===== src/rtl/fetch_unit.sv =====
`default_nettype none
// ============================================================================
// Module   : fetch_unit
// Purpose  : Instruction fetch with PC register and a single-outstanding
//            instruction-memory port. Optional FETCH_ALIGN_CHECK_EN adds a
//            misaligned-target FAULT state and the misalign_o output.
// Revision : 1.0 - initial release
// ============================================================================
module fetch_unit #(
    parameter logic [31:0] RESET_PC = 32'h0000_0000
) (
    input  logic        clk,
    input  logic        rst,
    input  logic        fetch_stall_i,
    input  logic [1:0]  pc_sel_i,
    input  logic        br_taken_i,
    input  logic [31:0] next_pc_i,
    output logic        memory_done_o,
    output logic [31:0] ir_o,
    output logic [31:0] pc_o,
`ifdef FETCH_ALIGN_CHECK_EN
    output logic        misalign_o,
`endif
    output logic        imem_req_o,
    output logic [31:0] imem_addr_o,
    input  logic        imem_ready_i,
    input  logic        imem_rvalid_i,
    input  logic [31:0] imem_rdata_i
);

    localparam logic [31:0] c_NOP = 32'h0000_0013;

    localparam logic [1:0] c_SEL_NONE   = 2'b00;
    localparam logic [1:0] c_SEL_PLUS4  = 2'b01;
    localparam logic [1:0] c_SEL_JUMP   = 2'b10;
    localparam logic [1:0] c_SEL_BRANCH = 2'b11;

    typedef enum logic [2:0] {
        S_IDLE  = 3'd0,
        S_REQ   = 3'd1,
        S_WAIT  = 3'd2,
        S_DONE  = 3'd3
`ifdef FETCH_ALIGN_CHECK_EN
        ,
        S_FAULT = 3'd4
`endif
    } state_t;

    state_t      state_q, state_d;
    logic [31:0] pc_q, pc_d;
    logic [31:0] ir_q, ir_d;
    logic [31:0] pco_q, pco_d;

    logic [31:0] w_pc_plus4;
    logic [31:0] w_dest;
    logic [31:0] w_target;

    assign w_pc_plus4 = pc_q + 32'd4;

`ifdef FETCH_ALIGN_CHECK_EN
    assign w_dest = next_pc_i;
`else
    // Targets are word-aligned by construction when alignment is not checked.
    logic w_unused_npc;
    assign w_unused_npc = ^next_pc_i[1:0];
    assign w_dest       = {next_pc_i[31:2], 2'b00};
`endif

    always_comb begin
        w_target = pc_q;
        case (pc_sel_i)
            c_SEL_NONE:   w_target = pc_q;
            c_SEL_PLUS4:  w_target = w_pc_plus4;
            c_SEL_JUMP:   w_target = w_dest;
            c_SEL_BRANCH: w_target = br_taken_i ? w_dest : w_pc_plus4;
            default:      w_target = pc_q;
        endcase
    end

    always_comb begin
        state_d = state_q;
        pc_d    = pc_q;
        ir_d    = ir_q;
        pco_d   = pco_q;
        case (state_q)
            S_IDLE: state_d = S_REQ;
            S_REQ: begin
                if (imem_ready_i) begin
                    state_d = S_WAIT;
                end
            end
            S_WAIT: begin
                if (imem_rvalid_i) begin
                    ir_d    = imem_rdata_i;
                    pco_d   = pc_q;
                    state_d = S_DONE;
                end
            end
            S_DONE: begin
                if (!fetch_stall_i) begin
                    pc_d    = w_target;
                    state_d = S_REQ;
`ifdef FETCH_ALIGN_CHECK_EN
                    if (w_target[1:0] != 2'b00) begin
                        state_d = S_FAULT;
                    end
`endif
                end
            end
`ifdef FETCH_ALIGN_CHECK_EN
            S_FAULT: state_d = S_FAULT;
`endif
            default: state_d = S_IDLE;
        endcase
    end

    always_ff @(posedge clk) begin
        if (rst) begin
            state_q <= S_IDLE;
            pc_q    <= RESET_PC;
            ir_q    <= c_NOP;
            pco_q   <= RESET_PC;
        end else begin
            state_q <= state_d;
            pc_q    <= pc_d;
            ir_q    <= ir_d;
            pco_q   <= pco_d;
        end
    end

    // All outputs are decoded from registers only.
    assign imem_req_o    = (state_q == S_REQ);
    assign memory_done_o = (state_q == S_DONE);
    assign imem_addr_o   = pc_q;
    assign ir_o          = ir_q;
    assign pc_o          = pco_q;
`ifdef FETCH_ALIGN_CHECK_EN
    assign misalign_o    = (state_q == S_FAULT);
`endif

endmodule
`default_nettype wire


===== config.mk =====
export PLATFORM = sky130hd
export DESIGN_NAME = fetch_unit
export DESIGN_NICKNAME = d
export VERILOG_FILES = /design/src/rtl/fetch_unit.sv
export SDC_FILE = /design/constraint.sdc
export NUM_CORES = 1
export LEC_CHECK = 0
export ABC_AREA = 1
export ABC_CLOCK_PERIOD_IN_PS = 1600
export BUFFER_PORTS_ARGS = -buffer_cell sky130_fd_sc_hd__buf_2
export CORE_ASPECT_RATIO = 1.25
export CORE_UTILIZATION = 40
export CTS_CLUSTER_DIAMETER = 60
export DETAILED_ROUTE_END_ITERATION = 10
export HOLD_SLACK_MARGIN = 0.08
export PLACE_DENSITY = 0.73
export SKIP_LAST_GASP = 1
export SLEW_MARGIN = 25
export SYNTH_ARGS = -nofsm -noshare
export SYNTH_HDL_FRONTEND = slang
export SYNTH_SLANG_ARGS = --single-unit

===== constraint.sdc =====
create_clock -name clk -period 1.6 [get_ports clk]
set_input_delay 0.16 -clock clk [delete_from_list [all_inputs] [get_ports clk]]
set_output_delay 0.16 -clock clk [all_outputs]
set_load 0.1 [all_outputs]

* Word-level counts from Yosys, hierarchy flattened
Index checks and enable logic that the tools add are counted.
** Word-level totals
- Bits in registers :: 99
- Output and inout port bits :: 98
- Logic and storage cells :: 27
** Operators by class
- Add/subtract/negate cells :: 1
- Equal/unequal tests :: 9
- Mux-type cells :: 6
- Bitwise gates (word level) :: 2
- Reductions and logical operators :: 5
** Operators by type and width (number)
- 32-bit case mux with 3 select lines :: 1
- 32-bit by 3-bit adder with 32-bit output, second input constant :: 1
- 32-bit 2-to-1 mux :: 1
- 3-bit case mux with 4 select lines :: 1
- 3-bit 2-to-1 mux :: 3
- 3-bit by 2-bit == test with 1-bit output, second input constant :: 2
- 3-bit AND reduction :: 2
- 2-bit == test, second input constant :: 2
- 2-bit inequality test, second input constant :: 2
- 3-bit by 1-bit == test with 1-bit output, second input constant :: 1
- 3-bit logical NOT :: 1
- 2-bit by 1-bit == test with 1-bit output, second input constant :: 1
- 2-bit logical NOT :: 1
- 2-bit by 1-bit inequality test with 1-bit output, second input constant :: 1
- 1-bit inverter :: 2
- 2-bit AND reduction :: 1

* Depth between registers and ports, before layout
- Depth after elaboration :: 3
- Depth in mapped cells :: 11

* Worst setup path before layout
No wires, ideal clock.
- Path type :: reg2reg
- From :: register pc_q[3], in the netlist imem_addr_o[3]
- To :: register pc_q[26], in the netlist imem_addr_o[26]
- Setup time :: 0.124 ns
- Arrival time :: 2.185 ns
- Required time :: 1.476 ns
- Setup slack :: -0.709 ns
- Stages on the path, launching flop included :: 11
- Path buffers :: 0
- Period minus slack after synthesis :: 2.309 ns
- Path through :: dfxtp_1 ha_1 nand2_1 nor2_2 nand2_2 nor2_4 nand3_2 o21ai_0 nand2_1 nand2_1 a21oi_2
** On the way
- Word-level cells in the longest chain between the ends :: 3
** Ends and longest elaborated chain
- start, declared :: RTL line 50 : logic [31:0] pc_q, pc_d;
- start signal, assigned :: RTL line 125 : pc_q <= pc_d;
- 32-bit by 3-bit adder with 32-bit output * :: RTL line 58 : assign w_pc_plus4 = pc_q + 32'd4;
- 32-bit 2-to-1 mux :: RTL line 75 : c_SEL_BRANCH: w_target = br_taken_i ? w_dest : w_pc_plus4;
- 32-bit case mux with 3 select lines * :: RTL line 71 : case (pc_sel_i)
Mark *: on every way between the ends. The rest lies on a longest branch, timed or not.
A chain may end at the register's enable or synchronous reset.

* Worst setup path after layout
- From :: register pc_q[3], in the netlist imem_addr_o[3]
- To :: register pc_q[30], in the netlist imem_addr_o[30]
Same word-level chain as after synthesis.

==> metrics.yaml <==
logic_synthesis:
  yosysUniqueCellTypes: 38
  synthTopCellsByCount: "nand2_1 (105), dfxtp_1 (94), nor2_1 (92), o21ai_0 (92), a21oi_1 (55)"
  yosys_warnings: 0
  yosysMostFrequentCell: "nand2_1"
  postSynth.asyncResetShare: 0
  ys.flop_type: "dfxtp_1"
  syn-instance-count: 637
  netlist_area_sq_um: 4500
  synthTopCellsByArea: "dfxtp_1 (42%), o21ai_0 (10%), nand2_1 (8.8%)"
  ys_seq_area_frac: 0.418
  synth_edf_count: 0
  ys_ff_latch: 94
  synth_top_area_share: 0.418
  synth_top_cell_by_area: "dfxtp_1"
  synth.avg_cell_area_sq_um: 7.07
timing:
  rsz0062_at_grt: "yes"
  period_needed_ps: 1540
  slew_viol_final: 0
  clock.fmax_ghz: 0.650
  setup_viol_count_final: 0
  period_share: 0.962
  fin_skew_ps: 8.32
  setup_ws_ps: 60.4
  hold_viol: 0
grt:
  use_met2: 0.383
  globalRouteOverflowTotal: 0
  track_usage: 0.227
  grt_use_met1: 0.276
  grt_max_degree: 58
  first_global_vias: 4459
  grt_busiest_layer: "met2"
  antenna_found_initial: 0
  grt_pass1_wl_um: 21500
  met3_usage: 0.0555
floorplanning:
  ios: 170
  die_y_um: 121
  die-area_sq_um: 11700
  initial_core_util: 0.418
  num_rows: 42
  chipWidth_um: 96.9
  coreArea_sq_um: 10800
power:
  powerDensity_nw_per_um2: 1470
  leakage_uw: 0.00282
  irDropWorstVdd_mv: 0.833
  power_uw: 9150
clock_tree:
  clockBufferDepth: 2
  htreeDepth: 3
  cts_root_buf: "clkbuf_16"
  cts_tree: "yes"
  cts_sinks: 94
  cts.clk_slew.worst_paths_ps: 60
  cts_buffers: 9
  clock_latency_ps: 340
setup_path:
  endpoint_kind: "register"
  cpPeakStageDelay_ps: 380
  cp-start-kind: "register"
  cp.buffers_inverters: 0
  worstPathMaxFanout: 6
  crit_type: "register to register"
  crit_family: "simple AND/OR/NAND/NOR gates"
  path_cells: "ha_4, nand2_4, nor2_4, nand2_4, nor2_4, nand3_4, o21ai_2, nand2_1, nand2_1, a21oi_1"
  cp_data_required_time_ps: 1830
  crit_slowest_cell: "dfxtp_4"
  arrival_ps: 1770
placement:
  hpwl_um: 9280
  portBuffers: 163
  placed_cells: 912
  dp_slack_ps: 45.9
  place_area_sq_um: 5630
  gp_congestion: 0.883
detailed_routing:
  drt_iter0_markers: 196
  routed_wl_um: 13200
  via_per_inst: 5.05
  routedWlPerCell_um: 13.9
  dr_total_vias: 4814
  remaining_drc_errors: 0
  dr.pass1.iters: 5
  final_antenna_net_count: 0
final_layout:
  utilization: 0.578
  seq_area_sq_um: 1990
  layout-drive-gt1-share: 0.343
  finalInstanceArea_sq_um: 6230
  fillers: 1045
  nNetsFinal: 894
  area_growth_pct: 38.4
  finalNonFillerCells: 954
  multiInputGateArea_sq_um: 2320
  diodes: 0
flow_run:
  maxCapViolations: 0
status:
  status: "finished clean"
worst_hold_path:
  hold_class: "input port to register"
==> cells by family (layout without fill, tap and decap cells) <==
group,count (synthesis),in the layout,share of synthesized area
XOR/XNOR,1,1,0.00195
AND/OR/NAND/NOR,265,265,0.267
flip-flops,94,94,0.418
adder cells (fa/ha/maj),5,5,0.0139
buffers and inverters,95,277,0.0906
other,1,4,0.000833
AO/OA/AOI/OAI,176,176,0.208
==> per-stage QoR <==
step	setup TNS, ps	hold WS (ps)
after floorplan	-162	273
after global placement	0	363
after detailed placement	0	370
after CTS	0	80.8
after global routing	-130	84.7
final	0	87.0
==> report_power, final <==
group,total [uW],internal [uW],switching (uW)
logic,4180,731,3440
clock network,2060,1190,871
registers,2920,2690,225
==> area by class of cell <==
type / count / area share
inverters: 57 / 0.0345
multi-input cells: 451 / 0.373
repair buffers: 204 / 0.201
clock buffers: 13 / 0.0436
clock inverters: 3 / 0.00261
flip-flops and latches: 94 / 0.319
well taps: 132 / 0.0265
==> worst register-to-register path, cell delays in order (launching register included) <==
cell and delay (ps):
dfxtp_4 380, ha_4 150, nand2_4 60, nor2_4 160, nand2_4 90, nor2_4 190, nand3_4 100, o21ai_2 140
nand2_1 60, nand2_1 60, a21oi_1 50
==> what timing repair did <==
action                                  in CTS  in global routing
hold buffers                                20                  0
endpoints found under the setup margin       0                 34
gates resized for setup                      0                 17
endpoints found under the hold margin       20                  0
buffers inserted                             0                  6
==> placed cells by master, fill, tap and decap left out, types with 7 or more instances in the layout <==
cell type      instances
dfxtp_1               64
nand2_1              102
inv_2                  8
o21ai_0               91
nand3_1               25
inv_1                 48
o21ai_1               10
a21oi_1               55
clkbuf_16             10
dlygate4sd3_1         20
nor2_4                 9
dfxtp_4               27
nand2_2                9
nor2_1                89
buf_4                 16
nand4_1                7
buf_2                162
==> final timing paths <==
kind / start / endpoint / slack [ps] / cells past startpoint
setup / recovery: imem_addr_o[3] / imem_addr_o[30] / 60 / 10
hold / removal: imem_rdata_i[16] / ir_o[16] / 90 / 3
setup reg to reg: imem_addr_o[3] / imem_addr_o[30] / 60 / 10
hold reg to reg: ir_o[4] / ir_o[4] / 470 / 2
==> per-layer routing <==
layer | routed length (um) | vias up
li1 | - | 2452
met1 | 5610 | 2152
met2 | 6470 | 177
met3 | 786 | 33
met4 | 375 | 0
met5 | 0 | -
==> sequential cells by signal, indices dropped and copies added, names as in the netlist <==
name         flops
state_q          2
ir_o            32
imem_addr_o     30
pc_o            30
(Power assumes the default switching activity.)
